<file path="src/rtl/uart_rx_param.sv">
// uart_rx_param: parametrised UART receiver (5-9 data bits, none/odd/even parity, 1-2 stop bits).
// Define UART_RX_MAJORITY_EN for a 2-of-3 majority vote around every bit centre.
module uart_rx_param #(
  parameter int unsigned CLK_HZ    = 100_000_000,
  parameter int unsigned BAUD      = 115200,
  parameter int unsigned DATA_BITS = 8,
  parameter int unsigned PARITY    = 0,
  parameter int unsigned STOP_BITS = 1
) (
  input  logic                 clk,
  input  logic                 reset,
  input  logic                 rx_sync_in,
  output logic [DATA_BITS-1:0] rx_data,
  output logic                 valid,
  output logic                 frame_error,
  output logic                 parity_error,
  output logic                 busy
);

  localparam int unsigned TICKS_PER_BIT = CLK_HZ / BAUD;
  localparam int unsigned HALF_BIT      = TICKS_PER_BIT / 2;
  localparam int unsigned CNT_W         = $clog2(TICKS_PER_BIT);
  localparam int unsigned BIT_W         = 4;
  localparam int unsigned BIT_DEC       = TICKS_PER_BIT - 1;
`ifdef UART_RX_MAJORITY_EN
  // Vote completes one tick after the centre, so the whole schedule slides by one clk.
  localparam int unsigned START_DEC     = HALF_BIT;
`else
  localparam int unsigned START_DEC     = HALF_BIT - 1;
`endif

  if (DATA_BITS < 5 || DATA_BITS > 9 || PARITY > 2 || STOP_BITS < 1 || STOP_BITS > 2 ||
      TICKS_PER_BIT < 4) begin : g_bad_cfg
    $fatal(1, "uart_rx_param: illegal DATA_BITS/PARITY/STOP_BITS or TICKS_PER_BIT < 4");
  end

  typedef enum logic [2:0] {IDLE, START, DATA, PAR, STOP} state_t;

  state_t               state, state_n;
  logic [CNT_W-1:0]     cnt, cnt_n;
  logic [BIT_W-1:0]     bit_cnt, bit_cnt_n;
  logic [DATA_BITS-1:0] shreg, shreg_n, rx_data_n;
  logic                 par_ok, par_ok_n;
  logic                 stop_bad, stop_bad_n;
  logic                 armed, armed_n;
  logic                 valid_n, frame_error_n, parity_error_n, busy_n;
  logic                 samp_c, bit_dec_c, stop_acc_c;

`ifdef UART_RX_MAJORITY_EN
  logic [1:0] hist;

  // Two previous line samples for the 2-of-3 vote.
  always_ff @(posedge clk or posedge reset) begin
    if (reset) hist <= 2'b11;
    else       hist <= {hist[0], rx_sync_in};
  end

  assign samp_c = (rx_sync_in & hist[0]) | (rx_sync_in & hist[1]) | (hist[0] & hist[1]);
`else
  assign samp_c = rx_sync_in;
`endif

  assign bit_dec_c  = (cnt == CNT_W'(BIT_DEC));
  assign stop_acc_c = stop_bad | ~samp_c;

  // Next-state and registered-output logic.
  always_comb begin
    state_n        = state;
    cnt_n          = cnt + CNT_W'(1);
    bit_cnt_n      = bit_cnt;
    shreg_n        = shreg;
    par_ok_n       = par_ok;
    stop_bad_n     = stop_bad;
    armed_n        = armed;
    rx_data_n      = rx_data;
    valid_n        = 1'b0;
    frame_error_n  = 1'b0;
    parity_error_n = 1'b0;
    case (state)
      IDLE: begin
        cnt_n = '0;
        if (rx_sync_in) begin
          armed_n = 1'b1;
        end else if (armed) begin
          state_n    = START;
          bit_cnt_n  = '0;
          par_ok_n   = 1'b1;
          stop_bad_n = 1'b0;
        end
      end
      START: begin
        if (cnt == CNT_W'(START_DEC)) begin
          cnt_n   = '0;
          state_n = samp_c ? IDLE : DATA;
        end
      end
      DATA: begin
        if (bit_dec_c) begin
          cnt_n   = '0;
          shreg_n = {samp_c, shreg[DATA_BITS-1:1]};
          if (bit_cnt == BIT_W'(DATA_BITS - 1)) begin
            bit_cnt_n = '0;
            state_n   = (PARITY != 0) ? PAR : STOP;
          end else begin
            bit_cnt_n = bit_cnt + BIT_W'(1);
          end
        end
      end
      PAR: begin
        if (bit_dec_c) begin
          cnt_n    = '0;
          par_ok_n = ((^shreg) ^ samp_c) == (PARITY == 1);
          state_n  = STOP;
        end
      end
      STOP: begin
        if (bit_dec_c) begin
          cnt_n      = '0;
          stop_bad_n = stop_acc_c;
          if (bit_cnt == BIT_W'(STOP_BITS - 1)) begin
            state_n        = IDLE;
            bit_cnt_n      = '0;
            rx_data_n      = shreg;
            frame_error_n  = stop_acc_c;
            valid_n        = !stop_acc_c && par_ok;
            parity_error_n = !stop_acc_c && !par_ok;
            // A low stop bit may be a break: wait for the line to go high again.
            if (stop_acc_c) armed_n = 1'b0;
          end else begin
            bit_cnt_n = bit_cnt + BIT_W'(1);
          end
        end
      end
      default: state_n = IDLE;
    endcase
    busy_n = (state_n != IDLE);
  end

  // State and output registers.
  always_ff @(posedge clk or posedge reset) begin
    if (reset) begin
      state        <= IDLE;
      cnt          <= '0;
      bit_cnt      <= '0;
      shreg        <= '0;
      par_ok       <= 1'b1;
      stop_bad     <= 1'b0;
      armed        <= 1'b0;
      rx_data      <= '0;
      valid        <= 1'b0;
      frame_error  <= 1'b0;
      parity_error <= 1'b0;
      busy         <= 1'b0;
    end else begin
      state        <= state_n;
      cnt          <= cnt_n;
      bit_cnt      <= bit_cnt_n;
      shreg        <= shreg_n;
      par_ok       <= par_ok_n;
      stop_bad     <= stop_bad_n;
      armed        <= armed_n;
      rx_data      <= rx_data_n;
      valid        <= valid_n;
      frame_error  <= frame_error_n;
      parity_error <= parity_error_n;
      busy         <= busy_n;
    end
  end

endmodule
</file>
<file path="config.mk">
export PLATFORM = sky130hd
export DESIGN_NAME = uart_rx_param
export DESIGN_NICKNAME = d
export VERILOG_FILES = /design/src/rtl/uart_rx_param.sv
export SDC_FILE = /design/constraint.sdc
export NUM_CORES = 1
export LEC_CHECK = 0
export BUFFER_PORTS_ARGS = -buffer_cell sky130_fd_sc_hd__buf_2
export CAP_MARGIN = 40
export CORE_MARGIN = 4
export CORE_UTILIZATION = 59
export DETAILED_ROUTE_END_ITERATION = 10
export MAX_ROUTING_LAYER = met4
export PLACE_DENSITY = 0.78
export RECOVER_POWER = 50
export SETUP_SLACK_MARGIN = 0.2
export SYNTH_ARGS = -nofsm -noshare
export SYNTH_HDL_FRONTEND = slang
export SYNTH_SLANG_ARGS = --single-unit
export TNS_END_PERCENT = 10
</file>
<file path="constraint.sdc">
create_clock -name clk -period 2.4 [get_ports clk]
set_input_delay 0.12 -clock clk [delete_from_list [all_inputs] [get_ports clk]]
set_output_delay 0.12 -clock clk [all_outputs]
set_load 0.01 [all_outputs]
</file>
# Word-level counts from Yosys, hierarchy flattened
# Cells that the tools add are included.
dict set report op_classes {
  muxes 42
  n_div 0
  shift 0
  mul 0
  n_reduce_logical 18
  eq_ne 15
  magnitude_cmp 0
  n_bitwise 4
  add_sub_neg 2
}
# operator count
set ops {}
lappend ops {{$pmux W10 S3} 1}
lappend ops {{$mux W3} 8}
lappend ops {{$mux W4} 6}
lappend ops {{$mux W10} 2}
lappend ops {{$mux W1} 19}
lappend ops {{$ne A2 B2 Y1 const B} 8}
lappend ops {{$pmux W3 S5} 1}
lappend ops {{$pmux W4 S3} 1}
lappend ops {{$add A10 B1 Y10 const B} 1}
lappend ops {{$eq A10 B10 Y1 const B} 1}
lappend ops {{$eq A10 B9 Y1 const B} 1}
lappend ops {{$reduce_and A5 Y1} 2}
lappend ops {{$reduce_and A4 Y1} 2}
lappend ops {{$reduce_xor A8 Y1} 1}
lappend ops {{$eq A3 B2 Y1 const B} 2}
lappend ops {{$pmux W1 S2} 3}
lappend ops {{$reduce_bool A3 Y1} 2}
lappend ops {{$add A4 B1 Y4 const B} 1}
lappend ops {{$eq A4 B3 Y1 const B} 1}
lappend ops {{$logic_not A4 Y1} 1}
lappend ops {{$reduce_bool A2 Y1} 2}
lappend ops {{$eq A3 B1 Y1 const B} 1}
lappend ops {{$eq A3 B3 Y1 const B} 1}
lappend ops {{$logic_not A3 Y1} 1}
lappend ops {{9 further kinds} 12}
dict set report totals {
  latchBits 0
  input_bits 3
  mem_bits_rw 0
  memories 0
  mem_bits_ro 0
  reg_bits 40
  out_inout_bits 12
}

# Longest topological paths before layout
# Gate-level depths: netlist of the first run.
dict set report depth {
  word_depth 7
  depth_mapped 7
  ltp_nobuf 7
}

# Worst setup path before layout of the first run
# No wires, ideal clock.
dict set report synth_timing {
  kind {flip-flop to flip-flop}
  startpoint {register bit_cnt[0]}
  endpoint {register rx_data[1]}
  setup_slack_ps 519
  arrival_ps 1756
  n_path_buf 1
  required_time_ps 2275
  path_stages_with_launch 7
  period_less_slack_ps 1881
  setup_time_ps 125
  cell_sequence {dfrtp_1 -> inv_1 -> ha_1 -> or3b_2 -> nor3_2 -> buf_4 -> mux2_2}
}
dict set report synth_between {
  elab_chain_len 2
}
# element line
set synth_lines {}
lappend synth_lines {{start: declaration} 41} ;# logic [BIT_W-1:0] bit_cnt, bit_cnt_n;
lappend synth_lines {{start signal: assignment} 157} ;# bit_cnt <= bit_cnt_n;
lappend synth_lines {{$logic_not A4 Y1} 120} ;# if (bit_cnt == BIT_W'(STOP_BITS - 1)) begin
lappend synth_lines {{$reduce_and A3 Y1 (no source line)} n/a}
lappend synth_lines {{end signal: assignment} 162} ;# rx_data <= rx_data_n;
lappend synth_lines {{end: declaration} 13} ;# output logic [DATA_BITS-1:0] rx_data,
# No other way between the ends.
# A chain may end at the register's enable or synchronous reset.

# Final worst setup path of the first run
dict set report layout_timing {
  startpoint {register bit_cnt[0]}
  endpoint {register rx_data[7]}
}
# The elaborated chain is that of the path after synthesis.

==> flow_summary.json, run 1 <==
{
  "async_flop_share_pct": 100,
  "yosys.cell_types.count": 46,
  "setup_ws_ns": 0.351,
  "cts_tree": "yes",
  "drive_above_1_share_pct": 22.2,
  "synth-compound-area-share_pct": 8.10,
  "worst_slew_pin_slew_ns": 0.953,
  "synth_seq_cells": 40,
  "grt_max_degree": 41,
  "skew_ns": 0.0173,
  "finalCritPeriodShare_pct": 85.4,
  "start_util_pct": 63.2,
  "cts.sinks": 40,
  "drv_slew": 0,
  "critical_path_arrival_ns": 2.29,
  "path_cells": "inv_1 -> ha_1 -> or3b_2 -> nor3_2 -> buf_4 -> mux2_2",
  "startpoint_type": "flop",
  "syn_to_final_growth_pct": 8.73,
  "synth_xor_xnor_area_share_pct": 7.09,
  "drt_first_pass_iters": 4,
  "dp_slack_ns": 0.298,
  "clockBufferDepth": 2,
  "setup_viol": 0,
  "critPathMaxStageDelay_ns": 0.50,
  "synth_area_leaders": "dfrtp_1 (49%), mux2_4 (6.1%), mux2_2 (4.6%), xnor2_1 (4.0%), nor2_1 (3.8%)",
  "hold_slack_ns": 0.0936,
  "yosysWarnings": 0,
  "hpwl_mm": 2.51,
  "cts-root-buf": "clkbuf_4",
  "clkLatencyLatePin_ns": 0.35,
  "grt.total_usage_pct": 19.4,
  "timing.setup.tns_ns": 0,
  "status": "finished clean",
  "synth.mux.area_fraction_pct": 11.1,
  "synthFlopType": "dfrtp_1",
  "cp_top_family": "simple AND/OR/NAND/NOR gates",
  "die_width_um": 65.9,
  "peakVddDrop_uv": 381,
  "slew_headroom_pct": 36.5,
  "leakagePower_uw": 0.00101,
  "stdcell_count": 238,
  "route.detailed.drc": 0,
  "final.min_clock_period_ns": 2.05,
  "fp-row-count": 20,
  "synth_top_family_by_area": "simple AND/OR/NAND/NOR gates",
  "synth_edf_count": 0,
  "grt_pass1_vias": 1291,
  "grt_pass1_wl_mm": 6.13,
  "overflow": 0,
  "crit_type": "reg2reg",
  "num_vias": 1322,
  "synthSimpleGateAreaFrac_pct": 17.8,
  "cts-htree-levels": 2,
  "place_inst": 229,
  "routed_wl_mm": 3.46,
  "wl_per_cell_um": 14.5,
  "yosysTopAreaCell": "dfrtp_1",
  "critPathRequiredTime_ns": 2.64,
  "hold_class": "in2reg",
  "yosysTopAreaCellShare_pct": 49.4,
  "yosysMostFrequentCell": "dfrtp_1",
  "die_h_um": 65.9,
  "coreArea_um2": 3130,
  "die_area_um2": 4340,
  "syn_inst": 173,
  "ant_nets": 0,
  "ioPinCount": 15,
  "max_freq_mhz": 488,
  "total_power_uw": 1250,
  "syn_area_um2": 1980,
  "clkTransAtPathRegs_ns": 0.12,
  "gp_congestion": 0.807,
  "post_drt_via_cell_ratio": 5.55,
  "cts_resized": 0,
  "synthAdderAreaFrac_pct": 2.53,
  "synth-seq-area-share_pct": 50.7,
  "max_cap_violations": 0,
  "syn_nets": 180,
  "cp_num_buf_inv": 2,
  "io_buffers": 14,
  "drt_iter0_markers": 104,
  "antennaDiodeCount": 0,
  "cp_max_fo": 11,
  "rsz0062_at_grt": "no",
  "end_kind": "flop",
  "finish.net_count": 200,
  "synthTopCellsByCount": "dfrtp_1 (39), nor2_1 (20), nand2_1 (11)",
  "antenna_found_initial": 0,
  "avgSynthCellArea_um2": 11.4,
  "cp_slowest_cell": "or3b_2",
  "finalHoldViolCount": 0,
  "cts_made_buffers": 5,
  "power_density_nw_per_um2": 583
}
[sequential cells by signal, indices dropped and copies added, names as in the netlist, 3 cells and up]
| register | cells |
|---|---|
| rx_data | 8 |
| state | 3 |
| cnt | 10 |
| bit_cnt | 4 |
| shreg | 8 |
[cell families (layout without fill, tap and decap cells)]
group / after synthesis / count (layout)
flops: 40 / 40
buf+inv: 12 / 33
simple gates: 59 / 59
mux: 17 / 17
fa+ha+maj: 4 / 4
compound gates: 25 / 25
xor+xnor: 16 / 16
[power breakdown]
group	internal, µW	switching [µW]
Clock	113	213
Combinational	62.8	82.5
Sequential	722	59.5
[area by class of cell]
cell class                      count  area [µm²]
Clock inverter                      2        12.5
Tap cell                           44        55.1
Multi-Input combinational cell    121         923
Clock buffer                        6        41.3
Inverter                            8        30.0
Fill cell                         250         978
Sequential cell                    40        1000
Timing Repair Buffer               17        85.1
[final timing paths]
path	endpoint	start	slack [ns]	cells after the start
max	rx_data[7]	bit_cnt[0]	0.35	6
min	shreg[7]	rx_sync_in	0.09	2
max reg2reg	rx_data[7]	bit_cnt[0]	0.35	6
min reg2reg	rx_data[4]	rx_data[4]	0.51	1
max in group asynchronous	cnt[5]	reset	1.20	4
min in group asynchronous	shreg[2]	reset	0.60	4
[worst register-to-register path, stage by stage (launching register included)]
cell and delay [ns]:
dfrtp_1 0.44, inv_1 0.07, ha_1 0.16, or3b_2 0.50, nor3_2 0.20, buf_4 0.23
mux2_2 0.36
[layout by cell type, fill, tap and decap left out, drive strengths merged, types with 2 or more instances in the layout]
master	synthesis	layout
clkbuf	1	13
nand3	4	4
nor3	2	2
xor2	7	7
o21ai	11	11
dfrtp	39	39
inv	8	8
nand4	3	3
and4	3	3
or3b	2	2
buf	3	9
ha	4	4
mux2	16	16
nor3b	2	2
and3	2	2
nor2	21	21
a21oi	4	4
xnor2	9	9
o21a	2	2
nand2	11	11
a31oi	2	2
nand2b	3	3
[stage by stage]
stage	utilization (%)	area [µm²]
final	68.7	2150
after detailed placement	67.0	2100
after global placement	67.0	2100
after floorplan	-	1980
after CTS	69.0	2160
after global routing	68.7	2150
[layer usage]
layer / track usage, % / vias to the layer above / part of all wire [%]
met5: - / - / 0
met4: 8.55 / 0 / 1.0
met3: 4.76 / 5 / 3.7
met2: 30.3 / 24 / 51
met1: 23.9 / 653 / 45
li1: - / 640 / -
[what timing repair did]
item	in CTS	in global routing
setup endpoints to repair	0	1
hold buffers	1	0
endpoints found under the hold margin	39	0
setup buffers	0	0
(Power assumes the default switching activity.)
==> run 2, diff against run 1 <==
--- a/config.mk
+++ b/config.mk
@@ -8,10 +8,10 @@
 export BUFFER_PORTS_ARGS = -buffer_cell sky130_fd_sc_hd__buf_2
 export CAP_MARGIN = 40
 export CORE_MARGIN = 4
-export CORE_UTILIZATION = 59
+export CORE_UTILIZATION = 55
 export DETAILED_ROUTE_END_ITERATION = 10
 export MAX_ROUTING_LAYER = met4
-export PLACE_DENSITY = 0.78
+export PLACE_DENSITY = 0.74
 export RECOVER_POWER = 50
 export SETUP_SLACK_MARGIN = 0.2
 export SYNTH_ARGS = -nofsm -noshare
==> run 2 against run 1 <==
Net effect: largest power group unchanged; cell count rose by 0.84%; die area rose by 6.4%; largest cell class unchanged; critical endpoint is now shreg[6]; register-to-register slack about the same; design area is 0.70% higher; fmax rose by 0.30%; via count down 3.6%.
==> flow_summary.json, run 2 (synthesized netlist as in run 1, its figures left out) <==
{
  "overflow": 0,
  "hold_class": "in2reg",
  "peakVddDrop_uv": 356,
  "io_buffers": 14,
  "cts_tree": "yes",
  "post_drt_via_cell_ratio": 5.31,
  "reg2regPathDepth": 5,
  "die_h_um": 68.0,
  "r2r_start": "cnt[0]",
  "die_width_um": 68.0,
  "cts_hold_buf": 1,
  "critPathMaxStageDelay_ns": 0.49,
  "drive_above_1_share_pct": 22.7,
  "setup_viol": 0,
  "start_util_pct": 57.9,
  "cts.sinks": 40,
  "startpoint": "cnt[0]",
  "grt_pass1_wl_mm": 5.79,
  "cts-htree-levels": 2,
  "grt_max_degree": 41,
  "num_vias": 1275,
  "grt.total_usage_pct": 17.7,
  "cts_resized": 0,
  "startpoint_type": "flop",
  "max_cap_violations": 0,
  "largest_reg_flops": 10,
  "cts_made_buffers": 5,
  "stdcell_count": 240,
  "clkTransAtPathRegs_ns": 0.13,
  "max_freq_mhz": 490,
  "antenna_found_initial": 0,
  "drt_iter0_markers": 86,
  "layout_common_cells": "dfrtp_1 (39), nor2_1 (20), nand2_1 (11)",
  "critical_path_arrival_ns": 2.30,
  "drv_slew": 0,
  "gp_congestion": 0.825,
  "place_inst": 231,
  "critPathRequiredTime_ns": 2.66,
  "path_cells": "ha_1 -> and4bb_1 -> nand4_4 -> nor3_4 -> mux2_4",
  "total_power_uw": 1300,
  "clkLatencyLatePin_ns": 0.36,
  "slew_headroom_pct": 36.7,
  "timing.setup.tns_ns": 0,
  "power_density_nw_per_um2": 603,
  "antennaDiodeCount": 0,
  "ioPinCount": 15,
  "clockBufferDepth": 2,
  "drt_first_pass_iters": 4,
  "worst_slew_pin_slew_ns": 0.949,
  "finalCritPeriodShare_pct": 85.1,
  "rsz0062_at_grt": "no",
  "r2r_end": "shreg[6]",
  "grt_pass1_vias": 1245,
  "final.min_clock_period_ns": 2.04,
  "syn_to_final_growth_pct": 9.49,
  "rrSetupSlack_ns": 0.36,
  "fp-row-count": 21,
  "layout.cells.most_common": "dfrtp_1",
  "cp_slowest_cell": "nor3_4",
  "hold_slack_ns": 0.0681,
  "die_area_um2": 4620,
  "cp_max_fo": 8,
  "end_kind": "flop",
  "cts_setup_buffers": 0,
  "coreArea_um2": 3420,
  "status": "finished clean",
  "route.detailed.drc": 0,
  "leakagePower_uw": 0.00101,
  "skew_ns": 0.0152,
  "top_register": "cnt",
  "finalHoldViolCount": 0,
  "hpwl_mm": 2.48,
  "top_regs": "cnt x10, rx_data x8, shreg x8",
  "routed_wl_mm": 3.41,
  "ant_nets": 0,
  "crit_type": "reg2reg",
  "finish.net_count": 200,
  "finish.utilization_pct": 63.4,
  "crit_path_end": "shreg[6]",
  "cts-root-buf": "clkbuf_4",
  "wl_per_cell_um": 14.2
}
[run 2: cell count changes in the layout (fill, tap and decap cells not counted)]
cell	delta
clkinvlp_4	+1
clkbuf_1	-1
clkbuf_8	+1
clkinv_2	-1
[run 2: stage by stage]
stage	worst slack, ns	instance area (µm²)
finish	0.357	2160
global route	0.244	2160
CTS	0.351	2170
detailed placement	0.355	2100
global placement	0.425	2100
floorplan	0.519	1980
[run 2: metal layers]
metal | share of wire [%] | GRT usage [%] | up-vias
met2 | 48 | 25.8 | 26
met1 | 45 | 22.8 | 603
li1 | - | - | 639
met3 | 4.2 | 4.11 | 7
met5 | 0 | - | -
met4 | 2.1 | 9.68 | 0
[run 2: worst max-delay path: cells and delay by family, from the launching register on]
kind,cells,cell delay [ns]
AND/OR/NAND/NOR,3,0.94
adder cells (fa/ha/maj),1,0.23
flip-flops,1,0.44
multiplexers,1,0.35
[run 2: power breakdown]
| part | switching, µW | leakage, µW | internal, µW |
|---|---|---|---|
| Clock | 230 | 0.0000305 | 142 |
| Combinational | 84.5 | 0.000444 | 63.4 |
| Sequential | 62.1 | 0.000534 | 722 |
| Total | 376 | 0.00101 | 928 |
[run 2: cell type report]
cell class / count / area [µm²]
fillers: 288 / 1250
flip-flops and latches: 40 / 1000
multi-input cells: 121 / 923
repair buffers: 17 / 85.1
well taps: 46 / 57.6
clock buffers: 6 / 51.3
inverters: 8 / 30.0
clock inverters: 2 / 15.0
[run 2: worst min-delay path by stage]
stage                from    endpoint  slack [ns]  cells after the start
2_1_floorplan  rx_sync_in    shreg[7]        0.27                      1
3_3_place_gp        reset      cnt[5]        0.26                      3
3_5_place_dp        reset  rx_data[0]        0.27                      3
4_1_cts        rx_sync_in    shreg[7]        0.06                      2
5_1_grt        rx_sync_in    shreg[7]        0.06                      2
6_report       rx_sync_in    shreg[7]        0.07                      2
==> run 3, diff against run 2 <==
--- a/config.mk
+++ b/config.mk
@@ -5,13 +5,14 @@
 export SDC_FILE = /design/constraint.sdc
 export NUM_CORES = 1
 export LEC_CHECK = 0
-export BUFFER_PORTS_ARGS = -buffer_cell sky130_fd_sc_hd__buf_2
 export CAP_MARGIN = 40
 export CORE_MARGIN = 4
 export CORE_UTILIZATION = 55
+export CTS_BUF_LIST = sky130_fd_sc_hd__clkbuf_4
 export DETAILED_ROUTE_END_ITERATION = 10
+export DONT_BUFFER_PORTS = 1
 export MAX_ROUTING_LAYER = met4
-export PLACE_DENSITY = 0.74
+export PLACE_DENSITY = 0.7
 export RECOVER_POWER = 50
 export SETUP_SLACK_MARGIN = 0.2
 export SYNTH_ARGS = -nofsm -noshare
==> run 3 against run 2 <==
Net effect: worst hold slack got worse by 0.023 ns; design area fell by 2.8%; register-to-register slack barely moved; critical path depth did not move; setup slack got worse by 0.0095 ns; critical path type unchanged; critical endpoint is now shreg[4]; largest power group unchanged; highest routed layer unchanged.
==> flow_summary.json, run 3 (synthesized netlist as in run 1, its figures left out) <==
{
  "antenna_found_initial": 0,
  "grt_pass1_wl_mm": 5.84,
  "grt.total_usage_pct": 17.6,
  "hold_class": "in2reg",
  "place_inst": 217,
  "coreArea_um2": 3420,
  "fp-row-count": 21,
  "grt_max_degree": 41,
  "start_util_pct": 57.9,
  "worst_slew_pin_slew_ns": 0.950,
  "ant_nets": 0,
  "layout.cells.most_common": "dfrtp_1",
  "finalCritPeriodShare_pct": 85.5,
  "top_regs": "cnt x10, rx_data x8, shreg x8",
  "route.detailed.drc": 0,
  "path_cells": "ha_1 -> and4bb_1 -> nand4_4 -> nor3_4 -> mux2_4",
  "cts.sinks": 40,
  "cp_slowest_cell": "nor3_4",
  "die_width_um": 68.0,
  "syn_to_final_growth_pct": 6.39,
  "io_buffers": 0,
  "routed_wl_mm": 3.40,
  "post_drt_via_cell_ratio": 5.60,
  "drt_first_pass_iters": 4,
  "antennaDiodeCount": 0,
  "clkLatencyLatePin_ns": 0.35,
  "setup_ws_ns": 0.348,
  "hpwl_mm": 2.42,
  "top_register": "cnt",
  "rsz0062_at_grt": "no",
  "stdcell_count": 227,
  "cts_tree": "yes",
  "timing.setup.tns_ns": 0,
  "leakagePower_uw": 0.000966,
  "layout_common_cells": "dfrtp_1 (39), nor2_1 (20), nand2_1 (11)",
  "total_power_uw": 1260,
  "wl_per_cell_um": 15.0,
  "cts_made_buffers": 5,
  "die_h_um": 68.0,
  "final.min_clock_period_ns": 2.05,
  "ioPinCount": 15,
  "num_vias": 1271,
  "clkTransAtPathRegs_ns": 0.12,
  "status": "finished clean",
  "overflow": 0,
  "critPathRequiredTime_ns": 2.65,
  "slew_headroom_pct": 36.7,
  "drv_slew": 0,
  "final_cell_area_um2": 2100,
  "clockBufferDepth": 2,
  "drt_iter0_markers": 158,
  "grt_pass1_vias": 1284,
  "drive_above_1_share_pct": 19.9,
  "dp_slack_ns": 0.330,
  "max_freq_mhz": 487,
  "crit_type": "reg2reg",
  "largest_reg_flops": 10,
  "max_cap_violations": 0,
  "cts-htree-levels": 2,
  "skew_ns": 0.0124,
  "end_kind": "flop",
  "power_density_nw_per_um2": 600,
  "critical_path_arrival_ns": 2.30,
  "cts-root-buf": "clkbuf_4",
  "dpl_cell_area_um2": 2030,
  "setup_viol": 0,
  "die_area_um2": 4620,
  "cts_resized": 0,
  "finish.net_count": 187,
  "peakVddDrop_uv": 444,
  "cp_max_fo": 8,
  "startpoint_type": "flop",
  "finalHoldViolCount": 0,
  "gp_congestion": 0.814,
  "critPathMaxStageDelay_ns": 0.50
}
## run 3: cell count changes in the layout (fill, tap and decap cells not counted)
cell,delta
clkinvlp_4,-1
buf_2,-8
clkbuf_4,+1
clkinv_2,+1
dlygate4sd3_1,+1
clkbuf_1,-6
clkbuf_8,-1
## run 3: timing repair
action / CTS / global route
hold endpoints to repair: 41 / 0
hold buffers: 2 / 0
buffers inserted: 0 / 0
## run 3: cell type report
type / count / area (µm²)
Fill cell: 307 / 1310
Sequential cell: 40 / 1000
Multi-Input combinational cell: 121 / 923
Tap cell: 46 / 57.6
Clock buffer: 6 / 45.0
Timing Repair Buffer: 4 / 32.5
Inverter: 8 / 30.0
Clock inverter: 2 / 12.5
## run 3: metal layers
metal | share of wire, % | global-route usage (%)
met3 | 5.3 | 4.43
met5 | 0 | -
met4 | 2.2 | 8.44
met1 | 45 | 23.3
met2 | 48 | 25.2
## run 3: per-stage QoR
stage	utilization, %	hold WS [ns]
after global placement	59.4	0.154
after CTS	61.6	0.0332
after detailed placement	59.4	0.167
final	61.6	0.0451
after global routing	61.6	0.0663
after floorplan	-	0.268
## run 3: final timing paths
path                            end  cells after the start  startpoint  slack, ns
max in group asynchronous    cnt[9]                      3       reset       1.31
min                        stop_bad                      3  rx_sync_in       0.05
max                        shreg[4]                      5      cnt[0]       0.35
min in group asynchronous  shreg[7]                      3       reset       0.50
min reg2reg                   armed                      1       armed       0.50
max reg2reg                shreg[4]                      5      cnt[0]       0.35
## run 3: critical path, delay by kind of cell (launching register included)
family / cells / cell delay [ns]
AND/OR/NAND/NOR: 3 / 0.96
flip-flops: 1 / 0.43
multiplexers: 1 / 0.35
adder cells (fa/ha/maj): 1 / 0.22
## run 3: where the power goes
part           total (µW)  switching (µW)  internal, µW
sequential            782            59.4           722
clock                 338             213           124
combinational         142            81.1          61.2
total                1260             354           908
